===== config.mk =====
export PLATFORM = sky130hd
export DESIGN_NAME = aes256_result_unloader_flat
export DESIGN_NICKNAME = d
export VERILOG_FILES = /design/src/rtl/aes256_result_unloader_if.sv /design/src/rtl/aes256_result_unloader.sv /design/src/flat_wrapper.sv
export SDC_FILE = /design/constraint.sdc
export NUM_CORES = 1
export LEC_CHECK = 0
export ABC_AREA = 1
export CORE_ASPECT_RATIO = 0.9
export CORE_MARGIN = 2
export CORE_UTILIZATION = 55
export CTS_BUF_LIST = sky130_fd_sc_hd__clkbuf_8
export CTS_CLUSTER_SIZE = 16
export DETAILED_ROUTE_END_ITERATION = 16
export PLACE_DENSITY = 0.84
export SETUP_SLACK_MARGIN = 0.1
export SYNTH_ARGS = -nofsm -noshare
export SYNTH_HDL_FRONTEND = slang
export SYNTH_SLANG_ARGS = --single-unit
export TNS_END_PERCENT = 1

===== constraint.sdc =====
create_clock -name clk -period 4.4 [get_ports clk]
set_clock_uncertainty 0.2 [all_clocks]
set_input_delay 1.1 -clock clk [delete_from_list [all_inputs] [get_ports clk]]
set_output_delay 1.1 -clock clk [all_outputs]
set_load 0.02 [all_outputs]

===== src/rtl/aes256_result_unloader_if.sv =====
// rtl/aes256_result_unloader_if.sv - byte-serial ciphertext input and reassembled block output bundle
interface aes256_result_unloader_if #(
  parameter int NUM_BYTES = 16
);
  logic                   pi_enc_done;
  logic                   po_next_val_req;
  logic                   pi_next_val_ready;
  logic [7:0]             pi_data;
  logic [8*NUM_BYTES-1:0] po_block;
  logic                   po_block_valid;
  logic                   pi_block_ready;
  logic                   po_busy;
  logic                   po_timeout_err;
  logic                   po_overrun_err;

  // Unloader side: consumes the byte stream, produces the block
  modport master (
    input  pi_enc_done, pi_next_val_ready, pi_data, pi_block_ready,
    output po_next_val_req, po_block, po_block_valid, po_busy,
           po_timeout_err, po_overrun_err
  );

  // Environment side: AES core / loader plus the block sink
  modport slave (
    output pi_enc_done, pi_next_val_ready, pi_data, pi_block_ready,
    input  po_next_val_req, po_block, po_block_valid, po_busy,
           po_timeout_err, po_overrun_err
  );
endinterface


===== src/rtl/aes256_result_unloader.sv =====
// rtl/aes256_result_unloader.sv - pulls AES ciphertext byte by byte and presents it as one block
module aes256_result_unloader #(
  parameter int NUM_BYTES      = 16,
  parameter int TIMEOUT_CYCLES = 64
) (
  input  logic                      clk,
  input  logic                      rst,
  aes256_result_unloader_if.master  bus
);
  localparam int W     = 8 * NUM_BYTES;
  localparam int CNT_W = (NUM_BYTES > 1) ? $clog2(NUM_BYTES) : 1;
  localparam int TMO_W = $clog2(TIMEOUT_CYCLES);
  localparam logic [CNT_W-1:0] LAST_BYTE = CNT_W'(NUM_BYTES - 1);
  localparam logic [TMO_W-1:0] TMO_LAST  = TMO_W'(TIMEOUT_CYCLES - 1);

  typedef enum logic [1:0] {IDLE, REQ, WAIT, OUT} state_e;

  state_e             state_q, state_d;
  logic [W-1:0]       shreg_q, shreg_d;
  logic [W-1:0]       block_q, block_d;
  logic [CNT_W-1:0]   byte_cnt_q, byte_cnt_d;
  logic [TMO_W-1:0]   tmo_cnt_q, tmo_cnt_d;
  logic               valid_q, valid_d;
  logic               req_q, req_d;
  logic               busy_q, busy_d;
  logic               timeout_q, timeout_d;
  logic               overrun_q, overrun_d;

  // Next-state and registered-output logic; req/valid/busy are decided one cycle ahead
  always_comb begin
    state_d    = state_q;
    shreg_d    = shreg_q;
    block_d    = block_q;
    byte_cnt_d = byte_cnt_q;
    tmo_cnt_d  = tmo_cnt_q;
    valid_d    = valid_q;
    req_d      = 1'b0;
    timeout_d  = timeout_q;
    overrun_d  = overrun_q | (bus.pi_enc_done && (state_q != IDLE));

    case (state_q)
      IDLE: begin
        if (bus.pi_enc_done) begin
          state_d    = REQ;
          shreg_d    = '0;
          byte_cnt_d = '0;
          req_d      = 1'b1;
        end
      end
      REQ: begin
        // Ready seen here belongs to no request and is dropped
        tmo_cnt_d = '0;
        state_d   = WAIT;
      end
      WAIT: begin
        if (bus.pi_next_val_ready) begin
          shreg_d = {shreg_q[W-9:0], bus.pi_data};
          if (byte_cnt_q == LAST_BYTE) begin
            // Counter holds at the last index rather than wrapping
            state_d = OUT;
            block_d = {shreg_q[W-9:0], bus.pi_data};
            valid_d = 1'b1;
          end else begin
            byte_cnt_d = byte_cnt_q + CNT_W'(1);
            state_d    = REQ;
            req_d      = 1'b1;
          end
        end else if (tmo_cnt_q == TMO_LAST) begin
          timeout_d = 1'b1;
          state_d   = IDLE;
        end else begin
          tmo_cnt_d = tmo_cnt_q + TMO_W'(1);
        end
      end
      OUT: begin
        if (bus.pi_block_ready) begin
          valid_d = 1'b0;
          state_d = IDLE;
        end
      end
      default: state_d = IDLE;
    endcase

    busy_d = (state_d != IDLE);
  end

  // Single state register; reset discards any partially collected block
  always_ff @(posedge clk) begin
    if (!rst) begin
      state_q    <= IDLE;
      shreg_q    <= '0;
      block_q    <= '0;
      byte_cnt_q <= '0;
      tmo_cnt_q  <= '0;
      valid_q    <= 1'b0;
      req_q      <= 1'b0;
      busy_q     <= 1'b0;
      timeout_q  <= 1'b0;
      overrun_q  <= 1'b0;
    end else begin
      state_q    <= state_d;
      shreg_q    <= shreg_d;
      block_q    <= block_d;
      byte_cnt_q <= byte_cnt_d;
      tmo_cnt_q  <= tmo_cnt_d;
      valid_q    <= valid_d;
      req_q      <= req_d;
      busy_q     <= busy_d;
      timeout_q  <= timeout_d;
      overrun_q  <= overrun_d;
    end
  end

  assign bus.po_next_val_req = req_q;
  assign bus.po_block        = block_q;
  assign bus.po_block_valid  = valid_q;
  assign bus.po_busy         = busy_q;
  assign bus.po_timeout_err  = timeout_q;
  assign bus.po_overrun_err  = overrun_q;
endmodule


===== src/flat_wrapper.sv =====
// flat-port wrapper written by rule: the top's interface ports become plain ports
module aes256_result_unloader_flat 
#(
  parameter int NUM_BYTES      = 16,
  parameter int TIMEOUT_CYCLES = 64
)
  (clk, rst, bus_pi_enc_done, bus_pi_next_val_ready, bus_pi_data, bus_pi_block_ready, bus_po_next_val_req, bus_po_block, bus_po_block_valid, bus_po_busy, bus_po_timeout_err, bus_po_overrun_err);
  aes256_result_unloader_if #(.NUM_BYTES(NUM_BYTES)) bus_i ();
  input  logic clk;
  input  logic rst;
  input wire logic [$bits(bus_i.pi_enc_done)-1:0] bus_pi_enc_done;
  input wire logic [$bits(bus_i.pi_next_val_ready)-1:0] bus_pi_next_val_ready;
  input wire logic [$bits(bus_i.pi_data)-1:0] bus_pi_data;
  input wire logic [$bits(bus_i.pi_block_ready)-1:0] bus_pi_block_ready;
  output wire logic [$bits(bus_i.po_next_val_req)-1:0] bus_po_next_val_req;
  output wire logic [$bits(bus_i.po_block)-1:0] bus_po_block;
  output wire logic [$bits(bus_i.po_block_valid)-1:0] bus_po_block_valid;
  output wire logic [$bits(bus_i.po_busy)-1:0] bus_po_busy;
  output wire logic [$bits(bus_i.po_timeout_err)-1:0] bus_po_timeout_err;
  output wire logic [$bits(bus_i.po_overrun_err)-1:0] bus_po_overrun_err;
  assign bus_i.pi_enc_done = bus_pi_enc_done;
  assign bus_i.pi_next_val_ready = bus_pi_next_val_ready;
  assign bus_i.pi_data = bus_pi_data;
  assign bus_i.pi_block_ready = bus_pi_block_ready;
  assign bus_po_next_val_req = bus_i.po_next_val_req;
  assign bus_po_block = bus_i.po_block;
  assign bus_po_block_valid = bus_i.po_block_valid;
  assign bus_po_busy = bus_i.po_busy;
  assign bus_po_timeout_err = bus_i.po_timeout_err;
  assign bus_po_overrun_err = bus_i.po_overrun_err;
  aes256_result_unloader #(.NUM_BYTES(NUM_BYTES), .TIMEOUT_CYCLES(TIMEOUT_CYCLES)) u_core (.clk(clk), .rst(rst), .bus(bus_i));
endmodule

==> impl_results.html <==
<table>
<tr><th>Metric</th><th>Value</th></tr>
<tr><th colspan="2">Run status</th></tr>
<tr><td>Result of the run</td><td>finished clean</td></tr>
<tr><th colspan="2">Setup path</th></tr>
<tr><td>Worst path slowest cell</td><td>sky130_fd_sc_hd__buf_4</td></tr>
<tr><td>Endpoint type of the worst setup path</td><td>register</td></tr>
<tr><td>Slowest Stage Delay on Critical Path</td><td>0.81 ns</td></tr>
<tr><td>Buffers plus inverters on the worst setup path</td><td>2</td></tr>
<tr><td>Required time of the critical path</td><td>4.65 ns</td></tr>
<tr><td>Arrival @ worst endpoint</td><td>3.38 ns</td></tr>
<tr><td>Classification of the worst setup path</td><td>input pin to register</td></tr>
<tr><td>Crit-path max FO</td><td>129</td></tr>
<tr><td>Crit-path leading delay family</td><td>buffers and inverters</td></tr>
<tr><td>CP Cell Sequence</td><td>clkdlybuf4s50_1, nand2_2, nor2_4, buf_4, o21ai_0, nor2_1</td></tr>
<tr><td>Setup crit start kind</td><td>input pin</td></tr>
<tr><th colspan="2">Power</th></tr>
<tr><td>IR drop worst, VDD</td><td>211 uV</td></tr>
<tr><td>Leakage power figure</td><td>0.00465 uW</td></tr>
<tr><td>Power density relative to cell area</td><td>388 nW/um^2</td></tr>
<tr><th colspan="2">Timing</th></tr>
<tr><td>RSZ-0062 raised after global routing</td><td>no</td></tr>
<tr><td>Final count of negative-setup-slack endpoints</td><td>0</td></tr>
<tr><td>Final sum of negative setup slack</td><td>0 ns</td></tr>
<tr><td>Maximum clock rate</td><td>0.319 GHz</td></tr>
<tr><td>Post-route worst setup slack</td><td>1.26 ns</td></tr>
<tr><td>Final critical-path required period</td><td>3.14 ns</td></tr>
<tr><td>Rel. slew slack</td><td>17.1%</td></tr>
<tr><td>Final number of max-transition violations</td><td>0</td></tr>
<tr><td>Final Hold Fails</td><td>0</td></tr>
<tr><td>Slew at the pin closest to its max-slew limit</td><td>1.24 ns</td></tr>
<tr><td>Share of the clock period used by the worst path after layout</td><td>71.3%</td></tr>
<tr><th colspan="2">Layout</th></tr>
<tr><td>Fill cells</td><td>1388</td></tr>
<tr><td>Count of nets after finishing</td><td>1321</td></tr>
<tr><td>Register area</td><td>5310 sq um</td></tr>
<tr><td>Post-route insts no fill</td><td>1542</td></tr>
<tr><td>Layout area overhead</td><td>22.2%</td></tr>
<tr><td>Layout cell share with drive strength beyond 1</td><td>4.96%</td></tr>
<tr><td>Multi-input gate area</td><td>3690 sq um</td></tr>
<tr><td>Antenna diodes</td><td>0</td></tr>
<tr><th colspan="2">Die</th></tr>
<tr><td>IO Count</td><td>146</td></tr>
<tr><td>Width of the chip</td><td>142 um</td></tr>
<tr><td>Initial cell density of the core</td><td>56.1%</td></tr>
<tr><td>Number of placement rows</td><td>45</td></tr>
<tr><td>Die area</td><td>18300 sq um</td></tr>
<tr><td>Placeable Area</td><td>16900 sq um</td></tr>
<tr><td>Overall die height</td><td>129 um</td></tr>
<tr><th colspan="2">Global route</th></tr>
<tr><td>Number of antenna violations at the first check in global routing</td><td>0</td></tr>
<tr><td>Maximum number of pins on one net before global-route repair</td><td>253</td></tr>
<tr><td>Grt ovf</td><td>0</td></tr>
<tr><td>First-pass GRT wire length</td><td>37700 um</td></tr>
<tr><td>Number of global-route vias before repair</td><td>7726</td></tr>
<tr><td>Total Routing Usage GR</td><td>24.9%</td></tr>
<tr><th colspan="2">Routing</th></tr>
<tr><td>Final wirelength</td><td>22900 um</td></tr>
<tr><td>Number of search-and-repair iterations in the first detailed-routing pass</td><td>8</td></tr>
<tr><td>Post-DRT Antenna Nets</td><td>0</td></tr>
<tr><td>Number of vias in the routed layout</td><td>8414</td></tr>
<tr><td>DRT iter0 DRCs</td><td>842</td></tr>
<tr><td>Wire length per cell after detailed routing</td><td>14.9 um</td></tr>
<tr><td>Per-cell via count in the routed design</td><td>5.46</td></tr>
<tr><td>DRC violations left</td><td>0</td></tr>
<tr><th colspan="2">Synth</th></tr>
<tr><td>Share of synthesized cell area in full adder, half adder and majority cells</td><td>0.264%</td></tr>
<tr><td>Synth cell types</td><td>21</td></tr>
<tr><td>Fraction of synthesized area in multiplexers</td><td>0%</td></tr>
<tr><td>Warning count from the yosys run</td><td>0</td></tr>
<tr><td>Main combinational cell family by area after synthesis</td><td>simple AND/OR/NAND/NOR gates</td></tr>
<tr><td>Dominant cell by count in the synthesized netlist</td><td>sky130_fd_sc_hd__nor2_1</td></tr>
<tr><td>Fraction of registers with async set/reset</td><td>0%</td></tr>
<tr><td>Dominant synthesized flop cell</td><td>sky130_fd_sc_hd__dfxtp_1</td></tr>
<tr><td>Netlist area before placement</td><td>9480 sq um</td></tr>
<tr><td>Count of flip-flops with a built-in enable after synthesis</td><td>0</td></tr>
<tr><td>Post-synthesis xor/xnor area fraction</td><td>0.0924%</td></tr>
<tr><td>Commonest cells in the netlist</td><td>sky130_fd_sc_hd__nor2_1, sky130_fd_sc_hd__dfxtp_1, sky130_fd_sc_hd__o21ai_0</td></tr>
<tr><td>Compound-Gate Fraction of Synth Area</td><td>14.2%</td></tr>
<tr><td>Area share of the largest cell type after synthesis</td><td>56.0%</td></tr>
<tr><td>Mapped Cells</td><td>1209</td></tr>
<tr><td>Fraction of the yosys area taken by sequential cells</td><td>56.0%</td></tr>
<tr><td>Number of flip-flops and latches in the synthesized netlist</td><td>265</td></tr>
<tr><td>Cell type with the largest total area after synthesis</td><td>sky130_fd_sc_hd__dfxtp_1</td></tr>
<tr><td>Synthesized-area fraction occupied by and/or/nand/nor cells</td><td>24.2%</td></tr>
<tr><td>Mean area per synthesized cell</td><td>7.84 sq um</td></tr>
<tr><td>Leading cell types by total area after synthesis</td><td>sky130_fd_sc_hd__dfxtp_1, sky130_fd_sc_hd__nor2_1, sky130_fd_sc_hd__o21ai_0, sky130_fd_sc_hd__nand3_1, sky130_fd_sc_hd__nand2_1</td></tr>
<tr><td>Number of nets in the synthesized netlist</td><td>1224</td></tr>
<tr><th colspan="2">Flow run</th></tr>
<tr><td>Max cap viols</td><td>0</td></tr>
<tr><th colspan="2">Clock network</th></tr>
<tr><td>Buffer depth of the longest clock path</td><td>3</td></tr>
<tr><td>Resize count post-CTS</td><td>0</td></tr>
<tr><td>Root buffer cell</td><td>sky130_fd_sc_hd__clkbuf_8</td></tr>
<tr><td>Number of buffers inserted during clock tree synthesis</td><td>41</td></tr>
<tr><td>Count of hold-fix buffers inserted at cts</td><td>0</td></tr>
<tr><td>Setup bufs post-CTS</td><td>0</td></tr>
<tr><td>CTS tree</td><td>built</td></tr>
<tr><td>Clock Sink Count</td><td>265</td></tr>
<tr><td>Clock transition at the registers of the reported paths</td><td>0.06 ns</td></tr>
<tr><td>CTS H-tree depth</td><td>2</td></tr>
<tr><td>Insertion delay to the later sink of the worst-skew pair</td><td>0.53 ns</td></tr>
<tr><th colspan="2">Min path</th></tr>
<tr><td>Kind of path behind the tightest hold check</td><td>register to register</td></tr>
<tr><th colspan="2">Place</th></tr>
<tr><td>Gp weighted congestion</td><td>0.774</td></tr>
<tr><td>Port bufs</td><td>145</td></tr>
<tr><td>Placement Setup Slack</td><td>0.945 ns</td></tr>
<tr><td>Dpl hpwl</td><td>12800 um</td></tr>
<tr><td>Inst Count DP</td><td>1474</td></tr>
</table>
## worst register-to-register path, cell delays in order (launching register included)
cell                      delay, ns
sky130_fd_sc_hd__dfxtp_1       0.42
sky130_fd_sc_hd__inv_2         0.10
sky130_fd_sc_hd__nor2_8        0.44
sky130_fd_sc_hd__nand2_2       0.16
sky130_fd_sc_hd__nor2_4        0.17
sky130_fd_sc_hd__buf_4         0.81
sky130_fd_sc_hd__o21ai_0       0.48
sky130_fd_sc_hd__nor2_1        0.21
## flip-flops by register name, indices dropped and copies added, names as in the netlist
signal	flops
u_core.bus.po_block	128
u_core.bus.po_block_valid	1
u_core.bus.po_busy	1
u_core.bus.po_next_val_req	1
u_core.bus.po_overrun_err	1
u_core.bus.po_timeout_err	1
u_core.byte_cnt_q	4
u_core.shreg_q	120
u_core.state_q	2
u_core.tmo_cnt_q	6
## where the power goes
part | leakage (uW) | internal [uW] | total [uW] | switching, uW
clock | 0.000447 | 999 | 1900 | 896
combinational | 0.00207 | 36.6 | 186 | 149
sequential | 0.00213 | 2410 | 2410 | 6.71
## routing by layer
layer  up-vias  wire, um  part of all wire [%]  global-route usage [%]
met1      3980     10400                    45                    33.8
met2       243     10700                    47                    39.7
met5         -         0                     0                       0
met4         0       391                   1.7                    7.80
met3        34      1480                   6.4                    5.77
li1       4157         -                     -                       -
## layout make-up
class	count	share of cell area (%)
Inverter	15	0.518
Clock inverter	19	0.659
Clock buffer	49	5.82
Multi-Input combinational cell	833	31.8
Tap cell	211	2.28
Timing Repair Buffer	150	13.1
Sequential cell	265	45.8
## layout by cell type, fill, tap and decap left out, types with 2 or more instances in the layout
cell type and count:
sky130_fd_sc_hd__nor2_1 282, sky130_fd_sc_hd__clkbuf_8 49, sky130_fd_sc_hd__buf_12 2, sky130_fd_sc_hd__ha_1 2, sky130_fd_sc_hd__clkdlybuf4s50_1 144, sky130_fd_sc_hd__clkinv_2 2
sky130_fd_sc_hd__nand3_1 128, sky130_fd_sc_hd__o21ai_1 54, sky130_fd_sc_hd__o21ai_0 202, sky130_fd_sc_hd__a21oi_1 11, sky130_fd_sc_hd__nand2_1 145, sky130_fd_sc_hd__buf_4 3
sky130_fd_sc_hd__dfxtp_1 265, sky130_fd_sc_hd__inv_1 29, sky130_fd_sc_hd__nand2_2 2
## cell families after synthesis
group | Yosys count
and+or+nand+nor | 561
AOI/OAI and AO/OA | 269
DFF | 265
buffers and inverters | 111
adders and majority gates | 2
xor gates and xnor gates | 1
## worst paths after layout
kind,to,depth (start not counted),slack (ns),start
max,u_core.bus.po_block[49]$_SDFFE_PN0P_,6,1.26,bus_pi_next_val_ready
min,u_core.bus.po_overrun_err$_SDFF_PN0_,2,0.27,u_core.bus.po_overrun_err$_SDFF_PN0_
max reg2reg,u_core.bus.po_block[49]$_SDFFE_PN0P_,7,1.33,u_core.state_q[1]$_SDFF_PN0_
min reg2reg,u_core.bus.po_overrun_err$_SDFF_PN0_,2,0.27,u_core.bus.po_overrun_err$_SDFF_PN0_
## metrics by stage
stage | power (uW) | util [%] | hold slack [ns] | area, sq um
final | 4490 | 68.6 | 0.266 | 11600
after global routing | 4650 | 68.6 | 0.299 | 11600
after CTS | 4520 | 68.6 | 0.258 | 11600
after detailed placement | 2650 | 64.1 | 0.248 | 10800
after global placement | 2650 | 64.1 | 0.237 | 10800
after floorplan | 2610 | - | 0.248 | 9480
Note: power is estimated with default switching activity, not from simulation.
